**src/rtl/product_accumulator_if.sv**
```systemverilog
// Handshake bundle between the upstream multiplier, the accumulator and the byte sink.
// A transfer happens on a rising clk edge where valid && ready are both 1; valid may not depend on ready.
interface product_accumulator_if #(
    parameter int P_W = 8
);
    logic           in_valid;
    logic           in_ready;
    logic [P_W-1:0] in_product;
    logic           out_valid;
    logic           out_ready;
    logic [7:0]     out_byte;
    logic           out_last;

    modport master (
        output in_valid, in_product, out_ready,
        input  in_ready, out_valid, out_byte, out_last
    );

    modport slave (
        input  in_valid, in_product, out_ready,
        output in_ready, out_valid, out_byte, out_last
    );
endinterface

```
**src/rtl/product_accumulator.sv**
```systemverilog
// Accumulates unsigned multiplier products (wrapping or saturating) and drains the
// total as two bytes, low first, clearing the accumulator once the high byte is taken.
module product_accumulator #(
    parameter int P_W   = 8,
    parameter int ACC_W = 16
) (
    input  logic                 clk,
    input  logic                 rst_n,
    product_accumulator_if.slave bus,
    input  logic                 clear,
    input  logic                 sat_en,
    input  logic                 rd_req,
    output logic [ACC_W-1:0]     acc_value,
    output logic [7:0]           count,
    output logic                 overflow,
    output logic [1:0]           fsm_state
);
    typedef enum logic [1:0] {
        ACCUM    = 2'd0,
        DRAIN_LO = 2'd1,
        DRAIN_HI = 2'd2
    } state_t;

    state_t           state;
    logic [ACC_W-1:0] acc;
    logic [ACC_W-1:0] snapshot;
    logic             accept;
    logic [ACC_W:0]   raw_sum;
    logic             carry;
    logic [ACC_W-1:0] sum_val;
    logic [ACC_W-1:0] next_acc;

    always_comb begin
        accept   = bus.in_valid && (state == ACCUM);
        raw_sum  = {1'b0, acc} + {{(ACC_W + 1 - P_W){1'b0}}, bus.in_product};
        carry    = raw_sum[ACC_W];
        sum_val  = (carry && sat_en) ? {ACC_W{1'b1}} : raw_sum[ACC_W-1:0];
        // The snapshot must include a product accepted alongside rd_req.
        next_acc = accept ? sum_val : acc;
    end

    always_ff @(posedge clk or negedge rst_n) begin
        if (!rst_n) begin
            state         <= ACCUM;
            acc           <= '0;
            snapshot      <= '0;
            count         <= 8'd0;
            overflow      <= 1'b0;
            bus.in_ready  <= 1'b1;
            bus.out_valid <= 1'b0;
            bus.out_byte  <= 8'd0;
            bus.out_last  <= 1'b0;
        end else begin
            case (state)
                ACCUM: begin
                    if (clear) begin
                        acc      <= '0;
                        count    <= 8'd0;
                        overflow <= 1'b0;
                    end else begin
                        if (accept) begin
                            acc      <= sum_val;
                            count    <= (count == 8'd255) ? count : count + 8'd1;
                            overflow <= overflow | carry;
                        end
                        if (rd_req) begin
                            state         <= DRAIN_LO;
                            snapshot      <= next_acc;
                            bus.in_ready  <= 1'b0;
                            bus.out_valid <= 1'b1;
                            bus.out_byte  <= next_acc[7:0];
                            bus.out_last  <= 1'b0;
                        end
                    end
                end
                DRAIN_LO: begin
                    if (bus.out_ready) begin
                        state        <= DRAIN_HI;
                        bus.out_byte <= snapshot[15:8];
                        bus.out_last <= 1'b1;
                    end
                end
                DRAIN_HI: begin
                    // Read-and-clear once the final byte is handed off.
                    if (bus.out_ready) begin
                        state         <= ACCUM;
                        acc           <= '0;
                        count         <= 8'd0;
                        overflow      <= 1'b0;
                        bus.in_ready  <= 1'b1;
                        bus.out_valid <= 1'b0;
                        bus.out_byte  <= 8'd0;
                        bus.out_last  <= 1'b0;
                    end
                end
                default: begin
                    state         <= ACCUM;
                    bus.in_ready  <= 1'b1;
                    bus.out_valid <= 1'b0;
                    bus.out_byte  <= 8'd0;
                    bus.out_last  <= 1'b0;
                end
            endcase
        end
    end

    assign acc_value = acc;
    assign fsm_state = state;
endmodule

```
**src/flat_wrapper.sv**
```systemverilog
// flat-port wrapper written by rule: the top's interface ports become plain ports
module product_accumulator_flat 
#(
    parameter int P_W   = 8,
    parameter int ACC_W = 16
)
  (clk, rst_n, clear, sat_en, rd_req, acc_value, count, overflow, fsm_state, bus_in_valid, bus_in_product, bus_out_ready, bus_in_ready, bus_out_valid, bus_out_byte, bus_out_last);
  product_accumulator_if #(.P_W(P_W)) bus_i ();
  input  logic clk;
  input  logic rst_n;
  input  logic clear;
  input  logic sat_en;
  input  logic rd_req;
  output logic [ACC_W-1:0] acc_value;
  output logic [7:0] count;
  output logic overflow;
  output logic [1:0] fsm_state;
  input wire logic [$bits(bus_i.in_valid)-1:0] bus_in_valid;
  input wire logic [$bits(bus_i.in_product)-1:0] bus_in_product;
  input wire logic [$bits(bus_i.out_ready)-1:0] bus_out_ready;
  output wire logic [$bits(bus_i.in_ready)-1:0] bus_in_ready;
  output wire logic [$bits(bus_i.out_valid)-1:0] bus_out_valid;
  output wire logic [$bits(bus_i.out_byte)-1:0] bus_out_byte;
  output wire logic [$bits(bus_i.out_last)-1:0] bus_out_last;
  assign bus_i.in_valid = bus_in_valid;
  assign bus_i.in_product = bus_in_product;
  assign bus_i.out_ready = bus_out_ready;
  assign bus_in_ready = bus_i.in_ready;
  assign bus_out_valid = bus_i.out_valid;
  assign bus_out_byte = bus_i.out_byte;
  assign bus_out_last = bus_i.out_last;
  product_accumulator #(.P_W(P_W), .ACC_W(ACC_W)) u_core (.clk(clk), .rst_n(rst_n), .bus(bus_i), .clear(clear), .sat_en(sat_en), .rd_req(rd_req), .acc_value(acc_value), .count(count), .overflow(overflow), .fsm_state(fsm_state));
endmodule
```
**config.mk**
```make
export PLATFORM = sky130hd
export DESIGN_NAME = product_accumulator_flat
export DESIGN_NICKNAME = d
export VERILOG_FILES = /design/src/rtl/product_accumulator_if.sv /design/src/rtl/product_accumulator.sv /design/src/flat_wrapper.sv
export SDC_FILE = /design/constraint.sdc
export NUM_CORES = 1
export LEC_CHECK = 0
export CORE_MARGIN = 1
export CORE_UTILIZATION = 52
export CTS_CLUSTER_DIAMETER = 150
export DETAILED_ROUTE_END_ITERATION = 12
export PLACE_DENSITY = 0.8
export SLEW_MARGIN = 30
export SYNTH_ARGS = -nofsm -noshare
export SYNTH_HDL_FRONTEND = slang
export SYNTH_SLANG_ARGS = --single-unit
```
**constraint.sdc**
```tcl
create_clock -name clk -period 2.6 [get_ports clk]
set_input_delay 0.39 -clock clk [delete_from_list [all_inputs] [get_ports clk]]
set_output_delay 0.39 -clock clk [all_outputs]
set_load 0.01 [all_outputs]
```
==> metrics.md, run 1 <==
| Metric | Value |
|---|---|
| Type of origin of the critical path | `input port` |
| DR WL/cell | `16.0 um` |
| Detailed-route via count | `2,634` |
| Max H-tree Level | `2` |
| Setup Fix Bufs, Post-CTS | `0` |
| Cts hold-fix bufs | `0` |
| Outcome | `finished, final reports clean` |
| Simple-Gate Fraction of Synth Area | `18.3%` |
| Die area | `5440 sq um` |
| Worst-Margin Slew | `0.569 ns` |
| Max-cap violation count | `0` |
| Hpwl dp | `5.25 mm` |
| Layout cells sized above 1 | `14.2%` |
| Commonest cells in the netlist | `44 x dfrtp_1, 38 x nor2_1, 38 x o21ai_0` |
| CP Max Fanout | `4` |
| Grt ovf | `0` |
| Worst EP required | `2.81 ns` |
| Total Wirelength | `7.16 mm` |
| Global Route Usage Sum | `28.7%` |
| Global-route wire length before repair | `11.8 mm` |
| CTS Buf Count | `5` |
| Slew Limit Fails | `0` |
| Fin crit share | `94.3%` |
| Worst-Skew Late Latency | `0.31 ns` |
| GPL Wtd Cong | `0.893` |
| Ant diodes | `0` |
| Leading area contributor after synthesis | `dfrtp_1` |
| VDD IR-drop max | `0.442 mV` |
| # clock sinks | `45` |
| Initial antenna violation count | `0` |
| Crit-path max cell delay | `0.45 ns` |
| Synth cell types | `48` |
| Final nets | `403` |
| Number of I/O pins | `53` |
| Synth Instances | `301` |
| Placed Cells | `438` |
| Synth Area in Compound Gates | `26.2%` |
| Slew HR | `62.1%` |
| DRC | `0` |
| CTS Root Cell | `clkbuf_8` |
| CP arrival | `2.66 ns` |
| Slowest stage cell on the critical path | `clkdlybuf4s50_1` |
| Pwr Density | `741 nW/um^2` |
| Seq/Total Area, Yosys | `42.1%` |
| Post-Layout Cell Count | `446` |
| Antenna Violating Nets Remaining | `0` |
| Synth Area in Adders | `4.96%` |
| Final setup violation count | `0` |
| Die Y | `73.7 um` |
| Mux share of post-synthesis cell area | `0.374%` |
| Yosys reg bits | `45` |
| Worst min-delay path class | `input port to asynchronous set/reset pin` |
| Pwr Total | `2.63 mW` |
| Top FF cell, synth | `dfrtp_1` |
| Most common cell in the synthesized netlist | `dfrtp_1` |
| Hold Vio Cnt, Final | `0` |
| Setup TNS | `0 ns` |
| Pre-CTS WS | `-0.250 ns` |
| # rows | `25` |
| Max Root-Sink Buffers | `2` |
| Worst Setup End Kind | `flip-flop` |
| Syn_nets | `326` |
| DRT iter0 DRCs | `175` |
| Core ar. | `4850 sq um` |
| Synth top area cells | `dfrtp_1 41%, o21ai_0 7.1%, nor2_1 5.3%, ha_1 4.2%, nand2_1 4.1%` |
| Average cell area after synthesis | `8.89 sq um` |
| Die span in x | `73.7 um` |
| Crit path time final | `2.45 ns` |
| Largest net degree at the start of global routing | `46` |
| Initial Util | `55.2%` |
| Pre-antenna DRT Iters | `5` |
| Post-synth EDFFs | `0` |
| Worst-path clk slew | `0.09 ns` |
| Asr flop ratio synth | `100%` |
| Setup Crit Path Kind | `input port to flip-flop` |
| CP Cell Sequence | `clkdlybuf4s50_1, buf_4, ha_1, a21o_1, nand4_1, a211oi_2, buf_4, o21ai_0, o21ai_0, a22o_1` |
| Final Util | `73.1%` |
| Mapped Area | `2680 sq um` |
| Achievable Freq | `408 MHz` |
| Area Growth Syn to Fin | `32.5%` |
| Ys Warns | `0` |
| Max Clock Skew | `0.0107 ns` |
| CTS tree | `built` |
| Static Leak | `1.53 nW` |
| Fin worst setup slack | `0.149 ns` |
| Synth Area in XOR/XNOR | `4.91%` |
| Vias in the first global route | `2,497` |
| Largest family of logic cells by synthesized area | `compound AO/OA/AOI/OAI gates` |
| Port buffer count | `52` |
| Via density | `5.91` |
| Yosys top cell area share | `41.2%` |
-- cell usage in the layout, fill, tap and decap left out, drive strengths merged, types with 2 or more instances in the layout --
cell type and n:
and2 2, dfrtp 44, o2111ai 2, or3 5, a22o 7, o21a 4, o21bai 2, nand2 29
a211oi 3, o22ai 5, o21ai 40, clkdlybuf4s50 51, nand3 9, and3 3, buf 30, xor2 9
a21oi 23, a32oi 2, nand2b 3, a31oi 3, clkinv 2, clkbuf 5, nor2 38, o41ai 3
a21o 7, xnor2 6, nor3 9, nand4 5, inv 5, ha 9, o31ai 4
-- per-layer routing --
layer | routed length [um] | track usage (%) | vias to the layer above
met5 | 0 | 0 | -
met4 | 113 | 10.3 | 0
met3 | 603 | 5.76 | 12
met2 | 3240 | 44.8 | 131
met1 | 3200 | 39.5 | 1237
li1 | - | - | 1254
-- flip-flops by register name, summed over array words and instances, names as in the netlist --
| signal | count |
|---|---|
| u_core.acc_value | 16 |
| u_core.bus.in_ready | 1 |
| u_core.bus.out_byte | 8 |
| u_core.bus.out_last | 1 |
| u_core.bus.out_valid | 1 |
| u_core.count | 8 |
| u_core.fsm_state | 1 |
| u_core.overflow | 1 |
| u_core.snapshot | 8 |
-- critical path: cells and delay by family --
kind	cells	cell delay [ns]
buffers and inverters	3	0.75
AO/OA/AOI/OAI	5	1.05
AND/OR/NAND/NOR	1	0.18
adder cells (fa/ha/maj)	1	0.28
-- logic make-up after synthesis --
family | after synthesis
AO/OA/AOI/OAI | 109
XOR/XNOR | 15
adder cells (fa/ha/maj) | 10
buffers and inverters | 16
flip-flops | 45
multiplexers | 1
AND/OR/NAND/NOR | 105
-- final timing paths --
| path | start | end | slack [ns] | cells after the start |
|---|---|---|---|---|
| max | bus_in_product[1] | u_core.acc_value[13] | 0.15 | 10 |
| max reg2reg | u_core.acc_value[6] | u_core.bus.out_byte[5] | 0.25 | 7 |
| max in group asynchronous | rst_n | u_core.bus.out_byte[5] | 2.15 | 1 |
| min in group clk | u_core.bus.out_byte[0] | u_core.bus.out_byte[0] | 0.48 | 2 |
| min | rst_n | u_core.acc_value[1] | 0.05 | 1 |
| min reg2reg | u_core.bus.out_byte[0] | u_core.bus.out_byte[0] | 0.48 | 2 |
-- cell type report --
type / instances / area, sq um
Clock buffer: 5 / 68.8
Clock inverter: 3 / 25.0
Fill cell: 381 / 1310
Inverter: 5 / 18.8
Multi-Input combinational cell: 240 / 1480
Sequential cell: 45 / 1130
Tap cell: 67 / 83.8
Timing Repair Buffer: 81 / 736
-- what timing repair did --
item,CTS,global route
endpoints found under the setup margin,1,8
cloned,0,0
resized for setup,1,4
-- where the power goes --
group | internal [mW] | switching, mW
clock | 0.194 | 0.273
sequential | 0.857 | 0.147
combinational | 0.568 | 0.587
-- stage by stage --
step / hold slack (ns) / area, sq um
6_report: 0.0538 / 3540
5_1_grt: 0.110 / 3540
4_1_cts: 0.0869 / 3530
3_5_place_dp: 0.424 / 3430
3_3_place_gp: 0.458 / 3430
2_1_floorplan: 0.0944 / 2680
Note: power is estimated with default switching activity, not from simulation.
==> inputs of run 2 (changes only) <==
--- a/config.mk
+++ b/config.mk
@@ -8,6 +8,7 @@
 export CORE_MARGIN = 1
 export CORE_UTILIZATION = 52
 export CTS_CLUSTER_DIAMETER = 150
+export CTS_CLUSTER_SIZE = 14
 export DETAILED_ROUTE_END_ITERATION = 12
 export PLACE_DENSITY = 0.8
 export SLEW_MARGIN = 30
==> results of run 2 <==
No change in the layout: final DEF, timing and power equal those of run 1.
==> inputs of run 3 (changes only) <==
==> constraint.sdc (replaced) <==
create_clock -name clk -period 2.3 [get_ports clk]
set_input_delay 0.345 -clock clk [delete_from_list [all_inputs] [get_ports clk]]
set_output_delay 0.345 -clock clk [all_outputs]
set_load 0.01 [all_outputs]
==> run 3 against run 2 <==
Against the previous run: sequential share of layout area decreased by 2.4 points; non-clock buffer count increased by 13; global-route usage increased by 0.56 points; die area unchanged; wire length increased by 8.9%; clock skew decreased by 0.0021 ns; power increased by 23%; count of clock-buffer cells in the layout increased by 1; via count increased by 5.9%; core utilization increased by 5.9 points; design area increased by 8.0%; largest cell class unchanged.
==> metrics.md, run 3 (synthesis gave the netlist of run 1 again) <==
| Metric | Value |
|---|---|
| Grt ovf | `0 (unchanged)` |
| Initial antenna violation count | `0 (unchanged)` |
| Die span in x | `73.7 um (unchanged)` |
| Type of origin of the critical path | `flip-flop (was input port)` |
| Most frequent cells in the layout | `48 x clkdlybuf4s50_1, 44 x dfrtp_1, 40 x buf_4 (was 51 x clkdlybuf4s50_1, 44 x dfrtp_1, 38 x nor2_1)` |
| Max H-tree Level | `2 (unchanged)` |
| Core ar. | `4850 sq um (unchanged)` |
| Hold Vio Cnt, Final | `0 (unchanged)` |
| Achievable Freq | `446 MHz` |
| Design area | `3830 sq um (was 3540 sq um)` |
| CP Max Fanout | `7 (was 4)` |
| Fillcell total | `330 (was 381)` |
| Setup Crit Path Kind | `flip-flop to flip-flop (was input port to flip-flop)` |
| Slew Limit Fails | `0 (unchanged)` |
| Antenna Violating Nets Remaining | `0 (unchanged)` |
| Static Leak | `1.67 nW (was 1.53 nW)` |
| DR WL/cell | `16.9 um (was 16.0 um)` |
| Commonest non-fill, non-tap cell in the layout | `clkdlybuf4s50_1 (unchanged)` |
| CTS Root Cell | `clkbuf_8 (unchanged)` |
| Fin crit share | `97.6%` |
| Cts hold-fix bufs | `0 (unchanged)` |
| Worst EP required | `2.50 ns (was 2.81 ns)` |
| Number of I/O pins | `53 (unchanged)` |
| Port buffer count | `52 (unchanged)` |
| Worst min-delay path class | `input port to asynchronous set/reset pin (unchanged)` |
| Max Clock Skew | `0.00858 ns (was 0.0107 ns)` |
| Die Y | `73.7 um (unchanged)` |
| Worst-Margin Slew | `0.568 ns (was 0.569 ns)` |
| Crit path time final | `2.24 ns` |
| Via density | `6.06 (was 5.91)` |
| Max FFs per register | `16 (unchanged)` |
| Largest net degree at the start of global routing | `25 (was 46)` |
| Slew HR | `62.1% (about the same)` |
| Worst-Skew Late Latency | `0.31 ns (about the same)` |
| Hpwl dp | `5.62 mm (was 5.25 mm)` |
| Final setup violation count | `0 (unchanged)` |
| GPL Wtd Cong | `0.907 (was 0.893)` |
| Die area | `5440 sq um (unchanged)` |
| Worst Setup End Kind | `flip-flop (unchanged)` |
| Cell Area, Placed | `3520 sq um (was 3430 sq um)` |
| Area Growth Syn to Fin | `43.1% (was 32.5%)` |
| Max Root-Sink Buffers | `2 (unchanged)` |
| # rows | `25 (unchanged)` |
| Layout cells sized above 1 | `21.6% (was 14.2%)` |
| Max-cap violation count | `0 (unchanged)` |
| Pwr Density | `844 nW/um^2 (was 741 nW/um^2)` |
| Setup TNS | `0 ns (unchanged)` |
| Vias in the first global route | `2,485 (was 2,497)` |
| Initial Util | `55.2% (unchanged)` |
| Detailed-route via count | `2,789 (was 2,634)` |
| DRT iter0 DRCs | `235 (was 175)` |
| Global-route wire length before repair | `11.8 mm (about the same)` |
| Hold slack | `0.0241 ns (was 0.0538 ns)` |
| Pwr Total | `3.23 mW (was 2.63 mW)` |
| Outcome | `finished, final reports clean (unchanged)` |
| Ant diodes | `0 (unchanged)` |
| CP arrival | `2.45 ns (was 2.66 ns)` |
| Worst-path clk slew | `0.09 ns (about the same)` |
| Total Wirelength | `7.79 mm (was 7.16 mm)` |
| CTS tree | `built (unchanged)` |
| VDD IR-drop max | `0.446 mV (was 0.442 mV)` |
| # clock sinks | `45 (unchanged)` |
| Global Route Usage Sum | `29.2% (was 28.7%)` |
| Pre-antenna DRT Iters | `5 (unchanged)` |
| DRC | `0 (unchanged)` |
| Final nets | `417 (was 403)` |
| Final Util | `78.9% (was 73.1%)` |
| CTS Buf Count | `5 (unchanged)` |
## run 3: cell count changes in the layout (fill, tap and decap cells not counted), moves of 2 or more
cell | before | now
o21ai_1 | 2 | 8
dlymetal6s2s_1 | 0 | 3
o21ai_0 | 37 | 29
buf_4 | 30 | 40
a21oi_1 | 17 | 15
nor2_1 | 38 | 35
o2111ai_2 | 0 | 2
ha_1 | 9 | 4
o21ai_2 | 1 | 3
clkdlybuf4s50_1 | 51 | 48
nor2_2 | 0 | 2
o2111ai_1 | 2 | 0
ha_4 | 0 | 4
a21oi_2 | 6 | 8
## run 3: layer usage
layer  part of all wire (%)  GRT usage (%)  up-vias
met3                    6.6           6.72       19
li1                       -              -     1288
met1                     44           40.7     1349
met4                    1.9           10.5        0
met5                      0              0        -
met2                     48           44.5      133
## run 3: cell type report
class | count | area (sq um) | share of cell area, %
multi-input combinational | 241 | 1630 | 42.6
sequential | 45 | 1130 | 29.5
timing repair buffer | 94 | 855 | 22.3
tap | 67 | 83.8 | 2.19
clock buffer | 6 | 72.6 | 1.90
clock inverter | 2 | 38.8 | 1.01
inverter | 5 | 18.8 | 0.490
## run 3: worst paths after layout
path | depth (start not counted) | slack [ns] | to | start
max | 9 | 0.06 | u_core.snapshot[8] | u_core.acc_value[0]
min | 1 | 0.02 | u_core.acc_value[6] | rst_n
max reg2reg | 9 | 0.06 | u_core.snapshot[8] | u_core.acc_value[0]
min reg2reg | 2 | 0.48 | u_core.bus.out_byte[1] | u_core.bus.out_byte[1]
max in group asynchronous | 2 | 1.75 | u_core.count[2] | rst_n
min in group clk | 2 | 0.48 | u_core.bus.out_byte[1] | u_core.bus.out_byte[1]
## run 3: timing repair
action | in CTS | in global routing
resized for setup | 3 | 36
setup buffers | 0 | 3
setup endpoints to repair | 15 | 28
pin swaps | 0 | 16
gates cloned | 0 | 1
## run 3: worst max-delay path: stages, from the launching register on
cell and delay (ns):
dfrtp_1 0.42, ha_4 0.18, fa_2 0.42, a211oi_4 0.31, nor3_4 0.08, o21ai_2 0.20, buf_6 0.16, buf_4 0.11
xor2_1 0.18, a21oi_2 0.07
## run 3: through the flow
step | setup WS [ns] | std cells
after floorplan | 0.0372 | 301
after global placement | -0.321 | 448
after detailed placement | -0.437 | 448
after CTS | 0.0229 | 456
after global routing | -0.0452 | 460
final | 0.0554 | 460
## run 3: where the power goes
group	switching (mW)	leakage (nW)	total (mW)	internal [mW]
clock network	0.284	0.0554	0.610	0.326
logic	0.753	1.02	1.49	0.736
registers	0.161	0.592	1.13	0.969
